==> src/rtl/rbm_visible_recon.sv <==
// RBM hidden->visible reconstruction: serial MAC per visible unit, sigmoid, LFSR sampling.
// Optional probability output port enabled by defining RBM_RECON_PROB_OUT_EN.

module rbm_recon_sigmoid #(
  parameter int IN_W  = 12,
  parameter int OUT_W = 8
) (
  input  logic [IN_W-1:0]  s,
  output logic [OUT_W-1:0] p
);
  // Monotone linear map of the full signed range onto [0, 2^OUT_W-1]:
  // flipping the sign bit turns two's complement into offset binary.
  logic [IN_W-1:0] ofs;
  assign ofs = {~s[IN_W-1], s[IN_W-2:0]};

  if (OUT_W <= IN_W) begin : g_trunc
    assign p = OUT_W'(ofs >> (IN_W - OUT_W));
  end else begin : g_pad
    assign p = {ofs, {(OUT_W - IN_W){1'b0}}};
  end
endmodule

module rbm_visible_recon #(
  parameter int          data_bitlength = 12,
  parameter int          sg_bitlength   = 8,
  parameter int          vis_dim        = 6,
  parameter int          hid_dim        = 5,
  parameter logic [15:0] lfsr_seed      = 16'hACE1
) (
  input  logic                                      clock,
  input  logic                                      reset,
  input  logic                                      in_valid,
  output logic                                      in_ready,
  input  logic [hid_dim-1:0]                        HiddenI,
  input  logic [vis_dim*hid_dim*data_bitlength-1:0] WeightI,
  input  logic [vis_dim*data_bitlength-1:0]         BiasI,
  output logic                                      out_valid,
  input  logic                                      out_ready,
  output logic [vis_dim-1:0]                        VoutputO,
`ifdef RBM_RECON_PROB_OUT_EN
  output logic [vis_dim*sg_bitlength-1:0]           ProbO,
`endif
  output logic [1:0]                                dbg_state
);
  // Handshake: a transfer happens on a rising edge where valid and ready are both 1;
  // valid never depends combinationally on ready, and the payload is held while valid waits.
  localparam int DW = data_bitlength;
  localparam int AW = DW + $clog2(hid_dim) + 1;
  localparam int IW = (vis_dim > 1) ? $clog2(vis_dim) : 1;
  localparam int JW = (hid_dim > 1) ? $clog2(hid_dim) : 1;
  localparam logic [15:0] SEED = (lfsr_seed == 16'd0) ? 16'h0001 : lfsr_seed;
  localparam logic signed [AW-1:0] SMAX = AW'((2 ** (DW - 1)) - 1);
  localparam logic signed [AW-1:0] SMIN = ~SMAX;

  typedef enum logic [1:0] {IDLE = 2'd0, ACC = 2'd1, ACT = 2'd2, DONE = 2'd3} state_t;

  state_t               state, state_next;
  logic [hid_dim-1:0]   h_q;
  logic signed [AW-1:0] acc;
  logic [IW-1:0]        i_cnt;
  logic [JW-1:0]        j_cnt;
  logic [15:0]          lfsr;
  logic [vis_dim-1:0]   vout;

  logic [DW-1:0]           w_sel, b_sel, s_sat;
  logic signed [AW-1:0]    w_ext, b_ext, s_sum;
  logic [sg_bitlength-1:0] p_val, rnd;
  logic                    v_bit, lfsr_fb;

  always_ff @(posedge clock) begin
    if (reset) state <= IDLE;
    else       state <= state_next;
  end

  always_comb begin
    state_next = state;
    in_ready   = 1'b0;
    out_valid  = 1'b0;
    case (state)
      IDLE: begin
        in_ready = 1'b1;
        if (in_valid) state_next = ACC;
      end
      ACC:  if (j_cnt == JW'(hid_dim - 1)) state_next = ACT;
      ACT:  state_next = (i_cnt == IW'(vis_dim - 1)) ? DONE : ACC;
      DONE: begin
        out_valid = 1'b1;
        if (out_ready) state_next = IDLE;
      end
      default: state_next = IDLE;
    endcase
  end

  assign dbg_state = state;
  assign VoutputO  = vout;

  // Weights and biases are read live from the bus; the source holds them for the whole pass.
  assign w_sel = WeightI[(int'(i_cnt) * hid_dim + int'(j_cnt)) * DW +: DW];
  assign b_sel = BiasI[int'(i_cnt) * DW +: DW];
  assign w_ext = {{(AW - DW){w_sel[DW-1]}}, w_sel};
  assign b_ext = {{(AW - DW){b_sel[DW-1]}}, b_sel};
  assign s_sum = acc + b_ext;

  always_comb begin
    s_sat = s_sum[DW-1:0];
    if (s_sum > SMAX)      s_sat = SMAX[DW-1:0];
    else if (s_sum < SMIN) s_sat = SMIN[DW-1:0];
  end

  rbm_recon_sigmoid #(.IN_W(DW), .OUT_W(sg_bitlength)) u_sigmoid (
    .s (s_sat),
    .p (p_val)
  );

  assign rnd     = lfsr[15 -: sg_bitlength];
  assign v_bit   = p_val > rnd;
  assign lfsr_fb = lfsr[15] ^ lfsr[13] ^ lfsr[12] ^ lfsr[10];

  always_ff @(posedge clock) begin
    if (reset) begin
      h_q   <= '0;
      acc   <= '0;
      i_cnt <= '0;
      j_cnt <= '0;
      lfsr  <= SEED;
      vout  <= '0;
    end else begin
      case (state)
        IDLE: if (in_valid) begin
          h_q   <= HiddenI;
          acc   <= '0;
          i_cnt <= '0;
          j_cnt <= '0;
        end
        ACC: begin
          if (h_q[j_cnt]) acc <= acc + w_ext;
          j_cnt <= j_cnt + 1'b1;
        end
        ACT: begin
          vout[i_cnt] <= v_bit;
          lfsr        <= {lfsr[14:0], lfsr_fb};
          acc         <= '0;
          j_cnt       <= '0;
          i_cnt       <= i_cnt + 1'b1;
        end
        default: ;
      endcase
    end
  end

`ifdef RBM_RECON_PROB_OUT_EN
  logic [vis_dim*sg_bitlength-1:0] prob;

  always_ff @(posedge clock) begin
    if (reset)             prob <= '0;
    else if (state == ACT) prob[int'(i_cnt) * sg_bitlength +: sg_bitlength] <= p_val;
  end

  assign ProbO = prob;
`endif
endmodule
==> config.mk <==
export PLATFORM = sky130hd
export DESIGN_NAME = rbm_visible_recon
export DESIGN_NICKNAME = d
export VERILOG_FILES = /design/src/rtl/rbm_visible_recon.sv
export SDC_FILE = /design/constraint.sdc
export NUM_CORES = 1
export LEC_CHECK = 0
export CAP_MARGIN = 40
export CORE_AREA = 2 2 174 176
export DETAILED_ROUTE_END_ITERATION = 10
export DIE_AREA = 0 0 176 178
export PLACE_DENSITY = 0.7
export SYNTH_ARGS = -nofsm -noshare
export SYNTH_HDL_FRONTEND = slang
export SYNTH_SLANG_ARGS = --single-unit
==> constraint.sdc <==
create_clock -name clock -period 5.3 [get_ports clock]
set_input_delay 1.06 -clock clock [delete_from_list [all_inputs] [get_ports clock]]
set_output_delay 1.06 -clock clock [all_outputs]
set_load 0.005 [all_outputs]
# --- Yosys cells after proc, flatten, opt, wreduce, memory -nomap -nowiden ---
# Index checks and enable logic that the tools add are counted.
totals:
  register_bits: 51
  latch_bits: 0
  ram_bits: 0
  mem_bits_ro: 0
  inputBits: 441
  output_inout_bits: 10
  memories: 0
op_classes:
  addsub: 5
  multipliers: 3
  n_div: 0
  magnitude_cmp: 6
  eq_ne: 9
  n_shift: 2
  n_mux: 20
  bitwise_logic: 4
  reduce_logical: 9
ops:
  columns: ["op", "n"]
  rows:
  - ["360-bit by 12-bit variable part select with 12-bit output", 1]
  - ["72-bit by 8-bit variable part select with 12-bit output", 1]
  - ["16-bit case mux with 3 select lines", 1]
  - ["16-bit by 12-bit adder with 16-bit output", 2]
  - ["16-bit two-way mux", 2]
  - ["12-bit two-way mux", 2]
  - ["16-bit by 12-bit > comparator with 1-bit output (second input constant)", 1]
  - ["16-bit by 12-bit less-than comparator with 1-bit output (second input constant)", 1]
  - ["7-bit by 2-bit multiplier with 9-bit output (second input constant)", 1]
  - ["3-bit case mux with 3 select lines", 1]
  - ["8-bit > comparator", 1]
  - ["3-bit by 4-bit less-than comparator with 1-bit output (second input constant)", 2]
  - ["2-bit two-way mux", 4]
  - ["2-bit inequality test (second input constant)", 4]
  - ["2-bit case mux with 4 select lines", 1]
  - ["6-bit by 3-bit adder with 7-bit output", 1]
  - ["3-bit by 1-bit adder with 3-bit output (second input constant)", 2]
  - ["6-bit bitwise mux", 1]
  - ["3-bit equality test (second input constant)", 2]
  - ["3-bit by 3-bit multiplier with 6-bit output (second input constant)", 1]
  - ["3-bit case mux with 2 select lines", 1]
  - ["2-bit AND reduction", 3]
  - ["3-bit AND reduction", 2]
  - ["3-bit by 2-bit multiplier with 5-bit output (second input constant)", 1]
  - ["other kinds (13)", 19]

# --- Logic depth before layout (Yosys ltp) ---
# Gate-level depths: netlist of the first run.
logic_depth:
  depth_word: 9
  depth_mapped: 23
  ltp_nobuf: 20

# --- Hierarchy ---
# A second synthesis of the first run with hierarchy kept.
hier_totals:
  hier_cells: 915
  area_unflattened_um2: 7796.2
modules_own_cells:
  columns: ["module", "instances", "cells_per_inst", "area_per_inst_um2"]
  rows:
  - ["rbm_visible_recon", 1, 907, 7739.9]
  - ["rbm_recon_sigmoid", 1, 8, 56.3]

# --- Worst setup path before layout of the first run ---
# OpenSTA, ideal clock, no wires.
synth_timing:
  kind: "reg-to-reg"
  from: "register i_cnt[2]"
  to: "register vout[0], in the netlist VoutputO[0]"
  arrival_time_ns: 4.876
  setup_slack_ns: 0.297
  stages_incl_launch_ff: 22
  cell_sequence: "dfxtp_1 > clkbuf_1 > clkbuf_1 > mux2_2 > a221oi_1 > a21oi_1 > ha_1 > a21oi_1 > o21ai_1 > a31oi_1 > o31ai_2 > xnor3_1 > buf_2 > a31oi_1 > a21oi_1 > ha_1 > a21o_1 > a221o_1 > a221oi_1 > a31oi_1 > mux2i_1 > nor2_1"
synth_via:
  elab_chain_cells: 9
synth_lines:
  columns: ["item", "line_no", "text"]
  rows:
  - ["from (decl)", "60", "logic [IW-1:0] i_cnt;"]
  - ["from (signal assigned)", "144", "i_cnt <= i_cnt + 1'b1;"]
  - ["3-bit by 2-bit multiplier with 5-bit output", "99", "assign b_sel = BiasI[int'(i_cnt) * DW +: DW];"]
  - ["72-bit by 8-bit variable part select with 12-bit output", "99", null]
  - ["16-bit by 12-bit adder with 16-bit output", "102", "assign s_sum = acc + b_ext;"]
  - ["16-bit by 12-bit less-than comparator with 1-bit output", "107", "else if (s_sum < SMIN) s_sat = SMIN[DW-1:0];"]
  - ["12-bit two-way mux", "107", null]
  - ["12-bit two-way mux", "106", "if (s_sum > SMAX) s_sat = SMAX[DW-1:0];"]
  - ["1-bit NOT", "14", "assign ofs = {~s[IN_W-1], s[IN_W-2:0]};"]
  - ["8-bit > comparator", "116", "assign v_bit = p_val > rnd;"]
  - ["6-bit bitwise mux *", "140", "vout[i_cnt] <= v_bit;"]
  - ["to (signal, indexed assignment)", "140", null]
  - ["to (decl)", "63", "logic [vis_dim-1:0] vout;"]
# Mark *: on every way between the ends. The rest lies on a longest branch, timed or not.
# A chain may end at the register's enable or synchronous reset.

# --- Worst setup path in the final report of the first run ---
layout_timing:
  from: "input port BiasI[59]"
  to: "register vout[0], in the netlist VoutputO[0]"
layout_via:
  elab_chain_cells: 8
layout_lines:
  columns: ["item", "line_no", "text"]
  rows:
  - ["from (decl)", "36", "input logic [vis_dim*data_bitlength-1:0] BiasI,"]
  - ["72-bit by 8-bit variable part select with 12-bit output *", "99", null]
  - ["16-bit by 12-bit adder with 16-bit output *", "102", null]
  - ["16-bit by 12-bit less-than comparator with 1-bit output", "107", null]
  - ["12-bit two-way mux", "107", null]
  - ["12-bit two-way mux *", "106", null]
  - ["1-bit NOT", "14", null]
  - ["8-bit > comparator *", "116", null]
  - ["6-bit bitwise mux *", "140", null]
# Marks and branches as above.

==> flow_metrics.tcl, run 1 <==
set metrics [dict create \
    status "finished, final reports clean" \
    wl_per_cell_um 19.7 \
    grt_pass1_wl_um 50200 \
    worst-setup-path-type "in2reg" \
    async_flop_share_pct 0 \
    worstSkewPairLatency_ns 0.30 \
    rows 63 \
    final_nets 1823 \
    syn_nets 1365 \
    core_area_um2 29400 \
    ys.flop_type "dfxtp_1" \
    vias_per_cell 5.09 \
    ant_nets 0 \
    worst_pin_slew_ns 0.731 \
    ir_worst_vdd_v 0.000124 \
    path_clk_slew_ns 0.07 \
    period_needed_ns 5.12 \
    antenna_found_initial 6 \
    drt_iter0_drc 367 \
    globalplace.congestion 0.891 \
    worstSetupStartpoint "BiasI[59]" \
    h-tree-depth 2 \
    timing.fmax_mhz 195 \
    cts_tree "yes" \
    die_w_um 176 \
    dieArea_um2 31300 \
    netlist_instances 870 \
    path_max_fanout 6 \
    fin_skew_ns 0.00949 \
    io_buffers 450 \
    finalSetupViolCount 0 \
    grt.overflow.total 0 \
    ys_seq_elements 51 \
    dpl.hpwl_um 29000 \
    grtUsageMet3_pct 4.39 \
    firstDrtPassIters 5 \
    synth_edf_count 0 \
    leakage_nw 4.96 \
    endpoint_kind "flip-flop" \
    cts.sinks 51 \
    synth.area.top_cells "mux4_2, dfxtp_1, ha_1" \
    vias 8778 \
    min_path_type "reg2reg" \
    yosys_warnings 0 \
    maxCapViolCount 0 \
    final.period_utilization_pct 96.6 \
    yosysMostFrequentCell "nor2_1" \
    r2r_start "i_cnt[0]$_SDFFE_PP0P_" \
    crit_arrival_ns 5.30 \
    seq_area_frac_synth_pct 13.4 \
    yosys.area.top_type_share_pct 20.8 \
    p_total_mw 2.27 \
    grt_pass1_vias 9134 \
    synth.distinct_cells 65 \
    finalHoldViolations 0 \
    hold_buffers 0 \
    cts_buffers 5 \
    synth_commonest_cells "nor2_1, a21oi_1, nand2_1" \
    yosysTopAreaCell "mux4_2" \
    routed_wl_um 33900 \
    relSlewSlack_pct 51.1 \
    ff2ff_setup_slack_ns 0.37 \
    use_met1_pct 23.8 \
    power_per_cell_area_nw_per_um2 171 \
    synth.cell_area_um2 7590 \
    drive_above_1_share_pct 16.7 \
    grt_util_all_layers_pct 20.7 \
    die_height_um 178 \
    slew_viol_final 0 \
    syn2layout_area_growth_pct 74.9 \
    drc 0 \
    critPathRequiredTime_ns 5.48 \
    syn_avg_cell_area_um2 8.73 \
    cts_root_buffer "clkbuf_16" \
    grt_use_met2_pct 38.5 \
    initial_core_util_pct 25.8 \
    ioPinCount 451 \
    grt_max_degree 48 \
    r2r-end "acc[14]$_SDFFE_PP0P_" \
    fin_setup_tns_ns 0 \
    clockBufferDepth 2 \
    cp-endpoint "VoutputO[0]$_SDFFE_PP0P_" \
    grt_busiest_layer "met2" \
    r2r_cells 20 \
    start_kind "input port" \
]
## sequential cells by signal (all words and copies together), names as in the netlist
signal     flops
lfsr          16
acc           16
i_cnt          3
h_q            5
VoutputO       6
j_cnt          3
dbg_state      2
## logic make-up after synthesis
kind of cell | share of synthesized area, %
multiplexers | 32.3
buffers and inverters | 4.90
AND/OR/NAND/NOR | 14.4
flip-flops | 13.4
adder cells (fa/ha/maj) | 9.20
XOR/XNOR | 3.76
AO/OA/AOI/OAI | 22.0
## report_power, final
part           internal (mW)  switching [mW]
registers              0.406          0.0276
clock network          0.179           0.156
logic                  0.867           0.638
total                   1.45           0.822
## cell type report
cell class                 count  area, µm²
sequential                    51       1020
multi-input combinational    733       6450
inverter                      22       82.6
timing repair buffer         515       5080
clock inverter                 3       27.5
clock buffer                   5        125
fill                        2781      16100
antenna                        4       10.0
tap                          390        488
## placed cells by master (no fill, tap or decap), types with 18 or more instances in the layout
cell type	Yosys	layout
a21oi_1	86	80
a221oi_1	23	18
a31oi_1	21	19
buf_4	7	58
clkdlybuf4s50_1	0	448
dfxtp_1	51	51
ha_1	51	48
inv_1	21	21
mux2_1	27	27
mux2_2	32	31
mux2i_1	21	21
mux4_2	70	70
nand2_1	83	82
nor2_1	90	89
o22ai_1	19	19
xnor2_1	21	20
## through the flow
step	cells	hold WS [ns]	setup WS (ns)	utilization [%]	cell area [µm²]
floorplan	870	0.432	0.297	-	7590
global placement	1703	0.436	-0.253	43.7	12800
detailed placement	1704	0.445	-0.429	43.7	12900
CTS	1712	0.456	0.0252	44.3	13000
global route	1723	0.468	-0.0615	45.2	13300
finish	1723	0.453	0.180	45.2	13300
## repair_timing
item,CTS,global route
resized for setup,4,39
hold endpoints to repair,0,0
pin swaps,0,17
setup endpoints to repair,6,11
cloned,0,1
buffers inserted,0,6
## how the worst min path moves through the flow
| stage | from | endpoint | depth (start not counted) |
|---|---|---|---|
| 6_report | lfsr[1]$_SDFFE_PP0P_ | lfsr[2]$_SDFFE_PP0P_ | 2 |
| 5_1_grt | lfsr[1]$_SDFFE_PP0P_ | lfsr[2]$_SDFFE_PP0P_ | 2 |
| 4_1_cts | lfsr[2]$_SDFFE_PP0P_ | lfsr[3]$_SDFFE_PP0P_ | 2 |
| 3_5_place_dp | lfsr[7]$_SDFFE_PP1P_ | lfsr[8]$_SDFFE_PP0P_ | 2 |
| 3_3_place_gp | lfsr[3]$_SDFFE_PP0P_ | lfsr[4]$_SDFFE_PP0P_ | 2 |
| 2_1_floorplan | h_q[4]$_SDFFE_PP0P_ | h_q[4]$_SDFFE_PP0P_ | 2 |
## worst max-delay path: stages
cell,delay (ns)
clkdlybuf4s50_1,0.40
mux2_1,0.30
a221oi_1,0.36
a21oi_2,0.14
ha_1,0.37
buf_4,0.13
inv_1,0.04
or3_1,0.30
or3_4,0.36
o2111ai_4,0.16
o21ai_1,0.12
a21oi_1,0.15
ha_1,0.25
a21o_1,0.16
a221o_1,0.38
a221oi_4,0.31
a31oi_4,0.08
mux2i_1,0.15
nor2_1,0.07
## layer usage
layer | vias up | part of all wire (%)
met1 | 4128 | 38
met4 | 4 | 2.7
met3 | 41 | 6.9
li1 | 4276 | -
met5 | - | 0.077
met2 | 329 | 52
No activity file was read; power rests on OpenSTA's default activity.
==> run 2, diff against run 1 <==
--- a/config.mk
+++ b/config.mk
@@ -9,7 +9,8 @@
 export CORE_AREA = 2 2 174 176
 export DETAILED_ROUTE_END_ITERATION = 10
 export DIE_AREA = 0 0 176 178
-export PLACE_DENSITY = 0.7
+export PLACE_DENSITY = 0.71
 export SYNTH_ARGS = -nofsm -noshare
 export SYNTH_HDL_FRONTEND = slang
+export SYNTH_HIERARCHICAL = 1
 export SYNTH_SLANG_ARGS = --single-unit
==> flow_metrics.tcl, run 2 <==
set metrics [dict create \
    worst_pin_slew_ns 0.716 \
    core_area_um2 29400 \
    routed_wl_um 34800 \
    status "finished, final reports clean" \
    hold_end "lfsr[12]$_SDFFE_PP0P_" \
    clockBufferDepth 2 \
    seqPwrFrac_pct 24.8 \
    dpl_cell_area_um2 13000 \
    ant_nets 0 \
    yosys_warnings 6 \
    power_per_cell_area_nw_per_um2 121 \
    r2r_start "i_cnt[2]$_SDFFE_PP0P_" \
    crit_arrival_ns 5.36 \
    cp_cell_sequence "clkdlybuf4s50_1 > mux2_2 > a221oi_2 > a21oi_2 > buf_4 > ha_1 > a211oi_2 > o21ai_2 > nand3_2 > and4_1 > o21ai_1 > nor4_1 > o21ai_1 > ha_1 > nor2b_1 > o21a_1 > o21a_1 > o21a_1 > o21a_4 > o211ai_1 > a21oi_1" \
    post-place-ws_ns -0.617 \
    whs_ns 0.445 \
    fin_setup_tns_ns 0 \
    syn_avg_cell_area_um2 8.56 \
    io_buffers 450 \
    cts.sinks 51 \
    path_clk_slew_ns 0.08 \
    cp_common_cell "o21a_1" \
    syn2layout_area_growth_pct 74.0 \
    p_total_mw 1.62 \
    cts_buffers 5 \
    grt_pass1_vias 9204 \
    cts_root_buffer "clkbuf_16" \
    final.period_utilization_pct 97.6 \
    pwr-share-comb_pct 54.1 \
    relSlewSlack_pct 52.3 \
    min_path_type "reg2reg" \
    wl_per_cell_um 20.0 \
    leakage_nw 4.99 \
    swShare_pct 30.6 \
    firstDrtPassIters 5 \
    antennaDiodeCount 0 \
    final_nets 1843 \
    syn_nets 1391 \
    ff2ff_setup_slack_ns 0.27 \
    finalSetupViolCount 0 \
    cts_tree "yes" \
    globalplace.congestion 0.906 \
    grt.overflow.total 0 \
    vias_per_cell 5.23 \
    r2r-end "acc[15]$_SDFFE_PP0P_" \
    final_cell_mix "clkdlybuf4s50_1, a21oi_1, nor2_1, nand2_1, mux4_2" \
    grt_pass1_wl_um 50000 \
    dieArea_um2 31300 \
    ioPinCount 451 \
    initial_core_util_pct 26.2 \
    critPathRequiredTime_ns 5.49 \
    vias 9115 \
    grt_max_degree 52 \
    r2r_cells 20 \
    antenna_found_initial 2 \
    path_max_fanout 6 \
    hold_path_startpoint "lfsr[11]$_SDFFE_PP1P_" \
    drive_above_1_share_pct 16.3 \
    synth.cell_area_um2 7690 \
    finalHoldViolations 0 \
    maxCapViolCount 0 \
    final_design_area_no_fill_um2 13400 \
    hold_path_depth 2 \
    cpMaxStageDelayCell "clkdlybuf4s50_1" \
    place_inst 1729 \
    die_height_um 178 \
    fin_util_pct 45.5 \
    hold_buffers 0 \
    finalNonFillerCells 1742 \
    ir_worst_vdd_v 0.000136 \
    worstSkewPairLatency_ns 0.30 \
    finalWorstSetupSlack_ns 0.127 \
    timing.fmax_mhz 193 \
    drc 0 \
    final_common_cell "clkdlybuf4s50_1" \
    slew_viol_final 0 \
    switchingPower_mw 0.495 \
    clkPwrFrac_pct 21.1 \
    rows 63 \
    slowest_delay_ns 0.41 \
    h-tree-depth 2 \
    period_needed_ns 5.17 \
    intPower_mw 1.12 \
    dpl.hpwl_um 29700 \
    grt_util_all_layers_pct 20.8 \
    netlist_instances 899 \
    worst-setup-path-type "in2reg" \
    endpoint_kind "flip-flop" \
    fin_skew_ns 0.0109 \
    die_w_um 176 \
    drt_iter0_drc 566 \
    start_kind "input port" \
]
run 2: worst max-delay path by stage:
stage                     startpoint  slack, ns  depth (start not counted)                  endpoint
4_1_cts        i_cnt[2]$_SDFFE_PP0P_       0.01                         20      acc[15]$_SDFFE_PP0P_
3_5_place_dp               BiasI[48]      -0.62                         23  VoutputO[2]$_SDFFE_PP0P_
3_3_place_gp               BiasI[48]      -0.54                         21  VoutputO[2]$_SDFFE_PP0P_
6_report                   BiasI[49]       0.13                         21  VoutputO[3]$_SDFFE_PP0P_
5_1_grt                    BiasI[49]      -0.06                         23  VoutputO[3]$_SDFFE_PP0P_
2_1_floorplan              BiasI[48]       0.05                         21  VoutputO[2]$_SDFFE_PP0P_
run 2: critical path: cells and delay by family:
| family | cells | cell delay (ns) |
|---|---|---|
| AOI/OAI and AO/OA | 12 | 2.13 |
| and+or+nand+nor | 4 | 0.73 |
| adders and majority gates | 2 | 0.60 |
| buffers and inverters | 2 | 0.56 |
| muxes | 1 | 0.27 |
run 2: layout make-up:
class,count,area (µm²)
flip-flops and latches,51,1020
clock buffers,5,125
multi-input cells,746,6500
clock inverters,3,27.5
well taps,390,488
inverters,24,90.1
fillers,2785,16000
repair buffers,523,5130
run 2: layer usage:
layer / global-route usage, % / vias up / wire (µm)
met1: 24.0 / 4284 / 13300
met5: 0 / - / 24
met3: 4.80 / 51 / 2570
li1: - / 4395 / -
met4: 6.44 / 4 / 988
met2: 38.0 / 381 / 17900
run 2: power groups by stage:
stage | logic, mW | registers (mW) | clock network [mW]
after floorplan | 0.399 | 0.405 | 0
after global placement | 0.839 | 0.410 | 0
after detailed placement | 0.850 | 0.410 | 0
after CTS | 0.859 | 0.401 | 0.346
after global routing | 0.933 | 0.402 | 0.360
final | 0.876 | 0.401 | 0.341
run 2: what timing repair did:
| item | CTS | global route |
|---|---|---|
| resized for setup | 10 | 43 |
| gates cloned | 0 | 0 |
| pin swaps | 6 | 22 |
| setup endpoints to repair | 8 | 11 |
| buffers inserted | 1 | 4 |
